`src/rtl/dpram_frame_reader.sv`:
```
// rtl/dpram_frame_reader.sv - frame DPRAM read engine: header parse, payload stream, rd_ptr release
module dpram_frame_reader #(
   parameter int ADDR_W  = 11,
   parameter int MAX_LEN = 1518
) (
   input  logic              clk,
   input  logic              rst,
   output logic              ram_rd_en,
   output logic [ADDR_W-1:0] ram_addr,
   input  logic [7:0]        ram_rdata,
   input  logic [ADDR_W:0]   wr_commit,
   output logic [ADDR_W:0]   rd_ptr,
   output logic [7:0]        m_data,
   output logic              m_valid,
   input  logic              m_ready,
   output logic              m_last,
   output logic              frame_err,
   output logic              busy
);

   localparam int          PW        = ADDR_W + 1;
   localparam logic [15:0] MAX_LEN_W = 16'(MAX_LEN);

   typedef enum logic [2:0] {
      IDLE,
      HDR_HI,
      HDR_LO,
      HDR_LEN,
      DATA,
      DROP
   } state_t;

   state_t          state;
   logic [PW-1:0]   base;
   logic [7:0]      hdr_hi;
   logic [15:0]     len_r;
   logic [15:0]     rd_cnt;
   logic            pend;
   logic            pend_last;
   logic [7:0]      sk_data;
   logic            sk_valid;
   logic            sk_last;

   logic [15:0]     len_now;
   logic            len_ok;
   logic            pop;
   logic [1:0]      occ;
   logic            space_ok;
   logic            rd_issue;
   logic            pay_issue;
   logic            issue_last;
   logic [PW-1:0]   rd_addr_p;

   assign len_now  = {hdr_hi, ram_rdata};
   assign len_ok   = (len_now != 16'd0) && (len_now <= MAX_LEN_W);
   assign pop      = m_valid & m_ready;
   // Occupancy after this edge; a read issued now lands one edge later, so it must fit then.
   assign occ      = 2'(m_valid) + 2'(sk_valid) + 2'(pend) - 2'(pop);
   assign space_ok = (occ <= 2'd1);
   assign busy     = (state != IDLE);

   always_comb begin
      rd_issue   = 1'b0;
      pay_issue  = 1'b0;
      issue_last = 1'b0;
      rd_addr_p  = base;
      case (state)
         HDR_HI: begin
            rd_issue  = 1'b1;
            rd_addr_p = base;
         end
         HDR_LO: begin
            rd_issue  = 1'b1;
            rd_addr_p = base + PW'(1);
         end
         HDR_LEN: begin
            rd_issue   = len_ok && space_ok;
            pay_issue  = rd_issue;
            issue_last = (len_now == 16'd1);
            rd_addr_p  = base + PW'(2);
         end
         DATA: begin
            rd_issue   = (rd_cnt != len_r) && space_ok;
            pay_issue  = rd_issue;
            issue_last = ((rd_cnt + 16'd1) == len_r);
            rd_addr_p  = base + PW'(2) + PW'(rd_cnt);
         end
         default: begin
            rd_issue = 1'b0;
         end
      endcase
   end

   assign ram_rd_en = rd_issue & ~rst;
   assign ram_addr  = ram_rd_en ? rd_addr_p[ADDR_W-1:0] : '0;

   always_ff @(posedge clk) begin
      if (rst) begin
         state     <= IDLE;
         base      <= '0;
         hdr_hi    <= '0;
         len_r     <= '0;
         rd_cnt    <= '0;
         rd_ptr    <= '0;
         frame_err <= 1'b0;
         pend      <= 1'b0;
         pend_last <= 1'b0;
         m_data    <= '0;
         m_valid   <= 1'b0;
         m_last    <= 1'b0;
         sk_data   <= '0;
         sk_valid  <= 1'b0;
         sk_last   <= 1'b0;
      end else begin
         frame_err <= 1'b0;
         pend      <= pay_issue;
         pend_last <= pay_issue & issue_last;

         // Main register refills from the skid first so byte order is preserved.
         if (!m_valid || pop) begin
            if (sk_valid) begin
               m_data  <= sk_data;
               m_last  <= sk_last;
               m_valid <= 1'b1;
               if (pend) begin
                  sk_data <= ram_rdata;
                  sk_last <= pend_last;
               end else begin
                  sk_valid <= 1'b0;
               end
            end else if (pend) begin
               m_data  <= ram_rdata;
               m_last  <= pend_last;
               m_valid <= 1'b1;
            end else begin
               m_valid <= 1'b0;
               m_last  <= 1'b0;
            end
         end else if (pend) begin
            sk_data  <= ram_rdata;
            sk_last  <= pend_last;
            sk_valid <= 1'b1;
         end

         case (state)
            IDLE: begin
               if (wr_commit != rd_ptr) begin
                  base  <= rd_ptr;
                  state <= HDR_HI;
               end
            end
            HDR_HI: begin
               state <= HDR_LO;
            end
            HDR_LO: begin
               hdr_hi <= ram_rdata;
               state  <= HDR_LEN;
            end
            HDR_LEN: begin
               len_r  <= len_now;
               rd_cnt <= pay_issue ? 16'd1 : 16'd0;
               if (len_now == 16'd0) begin
                  rd_ptr <= base + PW'(2);
                  state  <= IDLE;
               end else if (len_now > MAX_LEN_W) begin
                  frame_err <= 1'b1;
                  state     <= DROP;
               end else begin
                  state <= DATA;
               end
            end
            DATA: begin
               if (pay_issue) begin
                  rd_cnt <= rd_cnt + 16'd1;
               end
               // Space is released only once the whole frame has left.
               if (pop && m_last) begin
                  rd_ptr <= base + PW'(2) + PW'(len_r);
                  state  <= IDLE;
               end
            end
            DROP: begin
               rd_ptr <= wr_commit;
               state  <= IDLE;
            end
            default: begin
               state <= IDLE;
            end
         endcase
      end
   end

endmodule

```
`config.mk`:
```
export PLATFORM = sky130hd
export DESIGN_NAME = dpram_frame_reader
export DESIGN_NICKNAME = d
export VERILOG_FILES = /design/src/rtl/dpram_frame_reader.sv
export SDC_FILE = /design/constraint.sdc
export NUM_CORES = 1
export LEC_CHECK = 0
export CAP_MARGIN = 20
export CORE_ASPECT_RATIO = 2
export CORE_UTILIZATION = 45
export CTS_CLUSTER_DIAMETER = 60
export DETAILED_ROUTE_END_ITERATION = 10
export PLACE_DENSITY = 0.68
export SKIP_CTS_REPAIR_TIMING = 1
export SYNTH_ARGS = -nofsm -noshare
export SYNTH_HDL_FRONTEND = slang
export SYNTH_SLANG_ARGS = --single-unit
```
`constraint.sdc`:
```
create_clock -name clk -period 2.95 [get_ports clk]
set_clock_uncertainty 0.2 [all_clocks]
set_input_delay 0.4425 -clock clk [delete_from_list [all_inputs] [get_ports clk]]
set_output_delay 0.4425 -clock clk [all_outputs]
set_load 0.02 [all_outputs]
```
## After elaboration in Yosys (flattened, before gate mapping)

Index checks and enable logic that the tools add are counted.

| storage, ports and cells | value |
|---|---|
| bits in registers | 90 |
| input bits | 23 |

| cells by class | value |
|---|---|
| add/subtract/negate cells | 8 |
| $lt $le $gt $ge | 3 |
| equality and inequality tests | 14 |
| multiplexer cells | 32 |
| bitwise logic cells | 5 |
| reduce and logical (&&, ||, !) cells | 21 |

Operator list:

| kind | number |
|---|---|
| two-way mux 8 bit | 5 |
| one-hot mux 12 bit (3 select lines) | 1 |
| one-hot mux 11 bit (3 select lines) | 1 |
| one-hot mux 16 bit (2 select lines) | 1 |
| two-way mux 12 bit | 2 |
| adder 16 x 1 -> 16 bit (second input constant) | 1 |
| equality test 16 x 1 -> 1 bit (second input constant) | 1 |
| equality test 16 bit | 1 |
| > comparator 16 x 11 -> 1 bit (second input constant) | 1 |
| less-or-equal comparator 16 x 11 -> 1 bit (second input constant) | 1 |
| zero test 16 bit | 1 |
| two-way mux 16 bit | 1 |
| inequality test 16 bit | 1 |
| nonzero test 16 bit | 1 |
| one-hot mux 3 bit (5 select lines) | 1 |
| two-way mux 1 bit | 13 |
| adder 12 bit | 1 |
| adder 12 x 2 -> 12 bit (second input constant) | 1 |
| inequality test 12 bit | 1 |
| adder 11 x 1 -> 11 bit (second input constant) | 1 |
| adder 11 bit | 1 |
| two-way mux 11 bit | 1 |
| inequality test 2 bit (second input constant) | 5 |
| two-way mux 3 bit | 3 |
| other kinds (21) | 36 |

## Logic depth before layout (Yosys ltp)

| logic depth | value |
|---|---|
| depth in word-level cells | 8 |
| mapped depth | 12 |
| depth with buffers taken out | 12 |

## Least setup slack after synthesis

Ideal clock, no wire load.

| timing path | value |
|---|---|
| path type | register to output |
| start point | reg base[1] |
| end point | out ram_addr[10] |
| arrival time | 2.969 ns |
| data required time | 2.308 ns |
| slack | -0.661 ns |
| stages on the path, launching flop included | 12 |
| buffers on the path | 1 |
| path through | dfxtp_1 > clkbuf_1 > nand3_1 > xnor2_1 > ha_1 > o21ai_0 > a21oi_1 > nor4_1 > nor2_1 > a311o_1 > xnor2_1 > a2111oi_2 |

| between the ends | value |
|---|---|
| word-level cells in the longest chain between the ends | 4 |
| elaborated cells on any way between the ends | 5 |
| classes of those cells | add/sub: 3; mux: 2 |

Ends and longest elaborated chain:

| item | line | source |
|---|---|---|
| start: declaration | 34 | `logic [PW-1:0] base;` |
| start signal: assignment | 148 | `base <= rd_ptr;` |
| adder 12 x 2 -> 12 bit | n/a |  |
| adder 11 bit | 86 | `rd_addr_p = base + PW'(2) + PW'(rd_cnt);` |
| one-hot mux 11 bit (3 select lines) (*) | 67 | `case (state)` |
| two-way mux 11 bit (*) | 95 | `assign ram_addr = ram_rd_en ? rd_addr_p[ADDR_W-1:0] : '0;` |
| end: declaration | 9 | `output logic [ADDR_W-1:0] ram_addr,` |

Mark *: on every way between the ends. The rest lies on a longest branch, timed or not.

## Final worst setup path

Same ends and word-level chain as after synthesis.

==> impl_metrics.yaml <==
place:
  detailedPlacementHpwl_mm: 18.0
  placed_cell_area_mm2: 0.00826
  gp_congestion: 0.927
  port_buffers: 58
sta:
  grt_setup_unrepaired: "yes"
  holdWs_ns: 0.246
  timing_worst_slew_pin_value_ns: 0.969
  slew_headroom: 0.352
  hold_viol_final: 0
  setup_ws_ns: -0.726
  min_period_over_period: 1.25
  slew_violations: 0
  post_layout_min_period_ns: 3.68
  setup_viol_count_final: 12
  finalSetupTns_ns: -4.08
  max_clk_rate_mhz: 272
worst_hold_path:
  hold_start: "rst"
  whs_path_depth: 3
  hold_class: "in -> reg"
  holdPathEnd: "state[1]"
critical_path:
  cpMaxStageDelayCell: "dfxtp_4"
  slowest_delay_ns: 0.41
  cp_common_cell: "nor2_2"
  worstSetupEndpointType: "primary output"
  critPathArrivalTime_ns: 3.03
  rrSetupSlack_ns: 0.01
  crit_chain: "buf_6 > nand2_2 > nor2_2 > xor2_1 > ha_1 > o21a_1 > o21ai_2 > nor2_2 > a311o_1 > xnor2_2 > a2111oi_4 > buf_4"
  critPathMaxFanout: 5
  critical_path_required_ns: 2.31
  crit_path_start_kind: "register"
  worst_r2r_endpoint: "rd_ptr[10]"
  worstRegToRegCells: 13
  critPathKind: "reg -> out"
  crit-reg2reg-launch: "base[1]"
final_layout:
  final_area_mm2: 0.00918
  post_route_cells_drive_above_1_share: 0.325
  regArea_mm2: 0.00182
  final_util: 0.703
  nets: 1054
  fillerInstances: 1013
  multi_input_comb_area_mm2: 0.00461
  antennaDiodeCount: 0
  area_growth_syn_to_layout_pct: 51.5
pwr:
  total_power_after_layout_mw: 3.40
  cellLeakagePower_nw: 4.00
  p_per_area_mw_per_mm2: 370
  irDropWorstVdd_mv: 0.326
clock_network:
  tritoncts: "built"
  clockRootBuffer: "clkbuf_16"
  tritoncts.num_buffers: 9
  path_clk_slew_ns: 0.07
  clock_insertion_delay_worst_skew_ns: 0.36
  cts.htree.levels: 3
  cts_buffer_depth: 2
  numClockSinks: 90
logic_synthesis:
  ys_seq_area_frac: 0.297
  synth.top_cell.area_share: 0.297
  ys_dominant_reg_cell: "dfxtp_1"
  post_synthesis_share_of_cell_area_spent_on_full_adders_half_adders_and_majority_gates: 0.0623
  synth_seq_cells: 90
  count_of_flip_flops_with_a_built_in_enable_after_synthesis: 0
  synthXorXnorAreaFrac: 0.102
  synth-warning-count: 0
  syn_nets: 831
  synth_area_leaders: "dfxtp_1 30%, xor2_1 6.4%, a21oi_1 6.1%, mux2i_1 5.8%, ha_1 5.6%"
  postSynth.asyncResetShare: 0
  dominant_combinational_cell_family_by_area_after_synthesis: "simple AND/OR/NAND/NOR gates"
  synth_commonest_cells: "90 x dfxtp_1, 90 x nor2_1, 88 x nand2_1"
  muxShareOfSynthArea: 0.0578
  syn_area_per_cell_um2: 7.78
  synthDominantAreaCellType: "dfxtp_1"
  synth_cells: 779
  post_synth_num_cell_types: 59
  synth-compound-area-share: 0.209
  yosys.area_share.simple: 0.227
  post_synth_instance_area_mm2: 0.00606
drt:
  firstDrtPassIters: 8
  antenna_left: 0
  detail_route.vias_per_cell: 5.86
  drt-initial-drc-count: 315
  vias: 6794
  wl_per_cell_um: 20.4
  drc_errors: 6
  wirelength_mm: 23.6
global_routing:
  globalRoute.totalOverflow: 0
  grt_pass1_wl_mm: 35.1
  grt_antenna_before_repair: 0
  maximum_number_of_pins_on_one_net_before_global_route_repair: 87
  global_route.usage.total: 0.327
  via_count_of_the_first_global_routing_pass: 6920
floorplan:
  core_mm2: 0.0131
  design.portCount: 59
  dieHeight_um: 166
  die_width_um: 84.1
  placementRows: 59
  dieArea_mm2: 0.0140
  initial_utilization: 0.464
run:
  max_cap_viol_count: 0
run_status:
  failed_checks: "DRC, setup timing"
  run_status: "finished, violations left"
-- power breakdown --
| group | switching (mW) | internal, mW |
|---|---|---|
| clock | 0.587 | 0.604 |
| sequential | 0.0399 | 1.25 |
| combinational | 0.510 | 0.406 |
-- critical path, delay by kind of cell (launching register included) --
kind                     cells  cell delay [ns]
AO/OA/AOI/OAI                4             1.00
XOR/XNOR                     2             0.43
adder cells (fa/ha/maj)      1             0.30
buffers and inverters        2             0.32
flip-flops                   1             0.41
AND/OR/NAND/NOR              3             0.21
-- placed cells by master, fill, tap and decap left out, drive strengths merged, types with 5 or more instances in the layout --
master,count
buf,212
nor2,91
dfxtp,90
nand2,88
a21oi,75
xor2,45
clkdlybuf4s50,38
mux2i,35
o21ai,30
ha,27
xnor2,25
a211oi,22
inv,22
nand3,15
nor3,14
nand2b,13
nor4,13
nor2b,12
clkbuf,11
or3,9
nand4,8
o21a,8
a21o,7
dlymetal6s2s,7
o22ai,7
and3,6
o211ai,6
and4,6
and2,6
or4,6
a22oi,5
-- routing by layer --
metal	share of wire	routed length (um)	GRT usage
met5	0	0	0
met4	0.093	2190	0.286
met3	0.037	873	0.0408
met2	0.54	12700	0.615
met1	0.33	7820	0.298
-- layout make-up --
type	instances	share of cell area
inverter	19	0.00831
clock buffer	9	0.0245
clock inverter	7	0.00831
multi-input combinational	623	0.502
timing repair buffer	259	0.237
tap	152	0.0207
sequential	90	0.199
-- how the worst max path moves through the flow --
stage,startpoint,endpoint,slack (ns)
floorplan,base[1],ram_addr[10],-0.12
global placement,m_ready,ram_addr[6],-0.92
detailed placement,m_ready,ram_addr[9],-0.96
CTS,base[1],ram_addr[10],-1.12
global route,base[1],ram_addr[10],-0.85
finish,base[1],ram_addr[10],-0.73
-- registers in the layout (all words and copies together) (netlist names), 3 cells and up --
name / count
base: 12
state: 3
sk_data: 8
m_data: 8
rd_cnt: 16
hdr_hi: 8
len_r: 16
rd_ptr: 12
-- kinds of logic after synthesis --
group                      count (synthesis)
xor gates and xnor gates                  70
muxes                                     35
DFF                                       90
AOI/OAI and AO/OA                        198
buffers and inverters                     66
adders and majority gates                 29
and+or+nand+nor                          291
-- per-stage QoR --
stage / cells / setup slack (ns)
5_1_grt: 1159 / -0.853
6_report: 1159 / -0.726
3_3_place_gp: 1130 / -0.920
3_5_place_dp: 1130 / -0.961
4_1_cts: 1146 / -1.12
2_1_floorplan: 779 / -0.122
(Power assumes the default switching activity.)
